[src/rtl/simon_pkg.sv]
// simon_pkg: shared constants and types for the Simon128/256 round-key arbiter
package simon_pkg;
    localparam int SIMON_NUM_ROUNDS     = 72;
    localparam int SIMON_KEY_WIDTH      = 64;
    localparam int SIMON_KEY_ADDR_WIDTH = 9;

    typedef enum logic [1:0] {NO_KEY, KEY_READY, DRAIN} key_arb_state_t;

    typedef struct packed {
        logic       valid;
        logic       err;
        logic [2:0] idx;
    } key_arb_tag_t;
endpackage

[src/rtl/simon_rr_arbiter.sv]
// simon_rr_arbiter: one-hot round-robin grant (fixed priority under SIMON_KEY_ARB_FIXED_PRIO_EN)
module simon_rr_arbiter #(
    parameter int NUM_REQ = 2
) (
    input  logic               clk,
    input  logic               rst,
    input  logic               en,
    input  logic [NUM_REQ-1:0] req,
    output logic [NUM_REQ-1:0] grant
);
    localparam int PW = $clog2(NUM_REQ);

    logic [PW-1:0] base;
    logic [PW-1:0] ptr_nxt;
    logic [PW:0]   j;

`ifdef SIMON_KEY_ARB_FIXED_PRIO_EN
    logic unused;
    assign unused = ^{clk, rst, ptr_nxt};
    assign base   = '0;
`else
    logic [PW-1:0] ptr;
    assign base = ptr;

    // move the pointer just past the winner; hold it when nothing is granted
    always_ff @(posedge clk) begin
        if (rst) ptr <= '0;
        else if (|grant) ptr <= ptr_nxt;
    end
`endif

    // scan from the highest offset down so the closest requester at or after base wins
    always_comb begin
        grant   = '0;
        ptr_nxt = base;
        j       = '0;
        for (int k = NUM_REQ - 1; k >= 0; k--) begin
            j = {1'b0, base} + (PW+1)'(k);
            if (j >= (PW+1)'(NUM_REQ)) j = j - (PW+1)'(NUM_REQ);
            if (en && req[j[PW-1:0]]) begin
                grant              = '0;
                grant[j[PW-1:0]]   = 1'b1;
                ptr_nxt            = (j == (PW+1)'(NUM_REQ - 1)) ? '0 : PW'(j + 1'b1);
            end
        end
    end
endmodule

[src/rtl/simon_key_arbiter.sv]
// simon_key_arbiter: shares the round-key memory read port among cipher cores; define SIMON_KEY_ARB_FIXED_PRIO_EN for fixed priority
module simon_key_arbiter
    import simon_pkg::*;
#(
    parameter int NUM_REQ     = 2,
    parameter int ADDR_WIDTH  = SIMON_KEY_ADDR_WIDTH,
    parameter int DATA_WIDTH  = SIMON_KEY_WIDTH,
    parameter int NUM_ROUNDS  = SIMON_NUM_ROUNDS,
    parameter int MEM_LATENCY = 1
) (
    input  logic                          clk,
    input  logic                          rst,
    input  logic                          key_compute_start,
    input  logic                          key_mem_full,
    input  logic [NUM_REQ-1:0]            req_valid,
    input  logic [NUM_REQ*ADDR_WIDTH-1:0] req_addr,
    output logic [NUM_REQ-1:0]            req_ready,
    output logic [NUM_REQ-1:0]            rsp_valid,
    output logic [DATA_WIDTH-1:0]         rsp_data,
    output logic                          rsp_err,
    output logic [ADDR_WIDTH-1:0]         key_addr,
    output logic                          key_rd_en,
    input  logic [DATA_WIDTH-1:0]         key_data,
    input  logic                          key_data_vld,
    output logic                          keys_ready,
    output logic                          proto_err
);
    key_arb_state_t                state, state_nxt;
    key_arb_tag_t [MEM_LATENCY:0]  pipe;
    key_arb_tag_t                  head, tag_in;
    logic [ADDR_WIDTH-1:0]         gaddr;
    logic [2:0]                    gidx;
    logic                          in_range, pipe_busy;

    assign keys_ready = state == KEY_READY;
    assign head       = pipe[MEM_LATENCY];
    assign in_range   = gaddr < ADDR_WIDTH'(NUM_ROUNDS);
    assign tag_in     = '{valid: |req_ready, err: !in_range, idx: gidx};

    simon_rr_arbiter #(.NUM_REQ(NUM_REQ)) u_arb (
        .clk   (clk),
        .rst   (rst),
        .en    (keys_ready),
        .req   (req_valid),
        .grant (req_ready)
    );

    // select the granted requester's address and note whether any tag is in flight
    always_comb begin
        gaddr     = '0;
        gidx      = '0;
        pipe_busy = 1'b0;
        for (int i = 0; i < NUM_REQ; i++)
            if (req_ready[i]) begin
                gaddr = req_addr[i*ADDR_WIDTH +: ADDR_WIDTH];
                gidx  = 3'(i);
            end
        for (int k = 0; k <= MEM_LATENCY; k++) pipe_busy = pipe_busy | pipe[k].valid;
    end

    // key-validity FSM; a new computation always wins over a full memory
    always_comb begin
        state_nxt = state;
        case (state)
            NO_KEY:    state_nxt = (key_mem_full && !key_compute_start) ? KEY_READY : NO_KEY;
            KEY_READY: state_nxt = (key_compute_start || !key_mem_full) ? DRAIN : KEY_READY;
            DRAIN:     state_nxt = pipe_busy ? DRAIN : NO_KEY;
            default:   state_nxt = NO_KEY;
        endcase
    end

    // issue reads, carry tags alongside the memory latency, and route the returning keys
    always_ff @(posedge clk) begin
        if (rst) begin
            state     <= NO_KEY;
            pipe      <= '0;
            key_rd_en <= 1'b0;
            key_addr  <= '0;
            rsp_valid <= '0;
            rsp_err   <= 1'b0;
            rsp_data  <= '0;
            proto_err <= 1'b0;
        end else begin
            state     <= state_nxt;
            pipe      <= {pipe[MEM_LATENCY-1:0], tag_in};
            key_rd_en <= |req_ready && in_range;
            if (|req_ready && in_range) key_addr <= gaddr;
            rsp_valid <= head.valid ? NUM_REQ'(1) << head.idx : '0;
            rsp_err   <= head.valid && head.err;
            if (head.valid) rsp_data <= head.err ? '0 : key_data;
            if (key_data_vld != (head.valid && !head.err)) proto_err <= 1'b1;
        end
    end
endmodule

[config.mk]
export PLATFORM = sky130hd
export DESIGN_NAME = simon_key_arbiter
export DESIGN_NICKNAME = d
export VERILOG_FILES = /design/src/rtl/simon_pkg.sv /design/src/rtl/simon_rr_arbiter.sv /design/src/rtl/simon_key_arbiter.sv
export SDC_FILE = /design/constraint.sdc
export NUM_CORES = 1
export LEC_CHECK = 0
export BUFFER_PORTS_ARGS = -buffer_cell sky130_fd_sc_hd__buf_4
export CORE_ASPECT_RATIO = 1.4
export CORE_MARGIN = 4
export CORE_UTILIZATION = 45
export DETAILED_ROUTE_END_ITERATION = 12
export HOLD_SLACK_MARGIN = 0.08
export PLACE_DENSITY = 0.86
export SLEW_MARGIN = 10
export SYNTH_ARGS = -nofsm -noshare
export SYNTH_HDL_FRONTEND = slang
export SYNTH_SLANG_ARGS = --single-unit
[constraint.sdc]
create_clock -name clk -period 1.65 [get_ports clk]
set_input_delay 0.165 -clock clk [delete_from_list [all_inputs] [get_ports clk]]
set_output_delay 0.165 -clock clk [all_outputs]
set_load 0.05 [all_outputs]
==> reports/metrics.yaml <==
post-dp-hpwl_microns: 7260
overflow: 0
p_leak_nw: 2.60
ys_seq_area_share_pct: 50.9
antenna_found_initial: 0
path_buf_inv: 3
wl_per_cell_microns: 16.4
setup_tns_ns: 0
fp.dieArea_sq_um: 9090
post-place-ws_ns: 0.104
max_stage_delay_ns: 0.52
grt_pass1_wl_microns: 18400
coreArea_sq_um: 7360
async_flop_share_pct: 0
cts_max_level: 3
fin_crit_ns: 1.55
worstMarginPinSlew_ns: 0.477
slew_viol_final: 0
dpl_cell_area_sq_um: 4770
clkSinkCount: 87
synth_top_cell_by_area: "dfxtp_1"
grt_max_degree: 47
die_y_microns: 111
yosysUniqueCellTypes: 40
yosys.area.top_type_share_pct: 50.9
path_delay_family: "buffers and inverters"
ant_nets: 0
fillers: 450
cp.arrival_ns: 1.38
post_cts_buffers: 0
clk_latency_ns: 0.34
drtIter0Drc: 229
crit_path_max_fanout: 5
min_period_over_period_pct: 93.8
yosysWarnings: 0
cts_tree: "yes"
synth_top_flop_cell: "dfxtp_1"
syn_nets: 484
yosysMostFrequentCell: "dfxtp_1"
finalSetupViolCount: 0
clock_path_buffers: 2
rrSetupSlack_ns: 0.16
synth-seq-cells: 87
slew-limit-headroom_pct: 68.2
endpoint_kind: "output pin"
crit_start: "req_valid[0]"
status: "finished, final reports clean"
endpoint: "req_ready[0]"
finish.instance_area_sq_um: 5600
start_util_pct: 46.5
num_antenna_cells: 0
synthToLayoutAreaGrowth_pct: 63.7
synth_edf_count: 0
place_congestion: 0.952
finClkSkew_ns: 0.00427
vias_per_cell: 5.15
power_density_nw_per_um2: 710
drive_gt1_share_pct: 33.2
cp-start-kind: "primary input"
synthCells: 395
clock.fmax_mhz: 646
vias: 3711
wl_microns: 11800
fin_cells: 721
port_buffers: 169
cp.required_ns: 1.48
worst-setup-path-type: "in2out"
cts-buffers-inserted: 9
grt_setup_unrepaired: "false"
reg2reg_to: "key_addr[4]"
r2r_start: "state[1]"
synth_common_cells: "dfxtp_1, nor2_1, nor2b_1"
worst-path-stages: 5
die_x_microns: 81.7
slowest_stage: "dlygate4sd3_1"
crit_chain: "dlygate4sd3_1 -> buf_4 -> nand3b_1 -> nor2_2 -> buf_4"
synth.top_cells.by_area: "dfxtp_1, nor2b_1, a21oi_1"
cts_root_buf: "clkbuf_8"
layout_setup_ws_ns: 0.103
ios: 170
gr-usage-all-layers_pct: 25.9
worst_path_most_repeated_cell: "buf_4"
place_inst: 641
grt_pass1_vias: 3832
final_nets: 710
dr.pass1.iters: 4
row_count: 37
drc: 0
hold_class: "in2reg"
syn-cell-area_sq_um: 3420
avgSynthCellArea_sq_um: 8.67
final_hold_viol_count: 0
ir_worst_vdd_v: 0.000597
clkTransAtPathRegs_ns: 0.07
r2r_cells: 4
utilization_pct: 76.1
drv_cap: 0
==> power by group <==
group	internal [W]	total (W)	switching [W]	leakage, nW
Sequential	0.00212	0.00214	0.0000145	0.703
Combinational	0.000305	0.000564	0.000259	1.82
Clock	0.000613	0.00128	0.000664	0.0854
Total	0.00304	0.00398	0.000937	2.60
==> flip-flops by register name, summed over array words and instances, names as in the netlist <==
signal,flops
u_arb.base,1
rsp_data,64
head,3
rsp_err,1
state,2
pipe,3
key_rd_en,1
rsp_valid,2
proto_err,1
key_addr,9
==> layer usage <==
metal	track usage [%]	share of wire [%]
met4	14.3	4.4
met2	45.2	51
met5	0	0
met3	6.10	8.2
met1	27.6	37
==> cell type report <==
class | count | area, sq um | area share (%)
Timing Repair Buffer | 241 | 2000 | 35.7
Sequential cell | 87 | 1740 | 31.1
Multi-Input combinational cell | 279 | 1560 | 27.9
Clock buffer | 13 | 159 | 2.84
Tap cell | 97 | 121 | 2.17
Inverter | 3 | 11.3 | 0.201
Clock inverter | 1 | 5.00 | 0.0893
==> placed cells by master (no fill, tap or decap), types with 3 or more instances in the layout <==
cell type	n
buf_4	173
dfxtp_1	86
nor2_1	73
nor2b_1	68
a21oi_1	66
dlygate4sd3_1	66
clkbuf_8	11
nand3_1	10
and3_1	8
nand2_1	5
nor3_1	5
nand3b_1	3
nor2_2	3
inv_1	3
nand2b_1	3
a22o_1	3
a21oi_2	3
==> logic make-up after synthesis <==
| group | Yosys count | synth area share, % |
|---|---|---|
| and+or+nand+nor | 189 | 29.3 |
| AOI/OAI and AO/OA | 89 | 15.8 |
| DFF | 87 | 50.9 |
| buffers and inverters | 29 | 3.84 |
| xor gates and xnor gates | 1 | 0.256 |
==> how the worst min path moves through the flow <==
stage	end	start	slack, ns	cells past startpoint
final	rsp_data[45]	key_data[45]	0.1	3
after global routing	pipe[4]	req_valid[1]	0.11	2
after CTS	rsp_data[45]	key_data[45]	0.08	3
after detailed placement	rsp_data[51]	key_data[51]	0.40	3
after global placement	rsp_data[51]	key_data[51]	0.39	3
after floorplan	pipe[4]	req_valid[0]	0.30	1
==> worst min-delay path, stage by stage <==
cell and delay, ns:
buf_4 0.11, nand3b_1 0.07, a21oi_1 0.06
==> per-stage QoR <==
stage	hold slack, ns	total power [W]
2_1_floorplan	0.303	0.00237
3_3_place_gp	0.392	0.00259
3_5_place_dp	0.399	0.00260
4_1_cts	0.0801	0.00399
5_1_grt	0.106	0.00413
6_report	0.0983	0.00398
==> what timing repair did <==
item                                   in CTS  in global routing
gates resized for setup                     0                  2
endpoints found under the hold margin      65                  0
setup endpoints to repair                   0                  4
hold buffers                               66                  0
(Power assumes the default switching activity.)
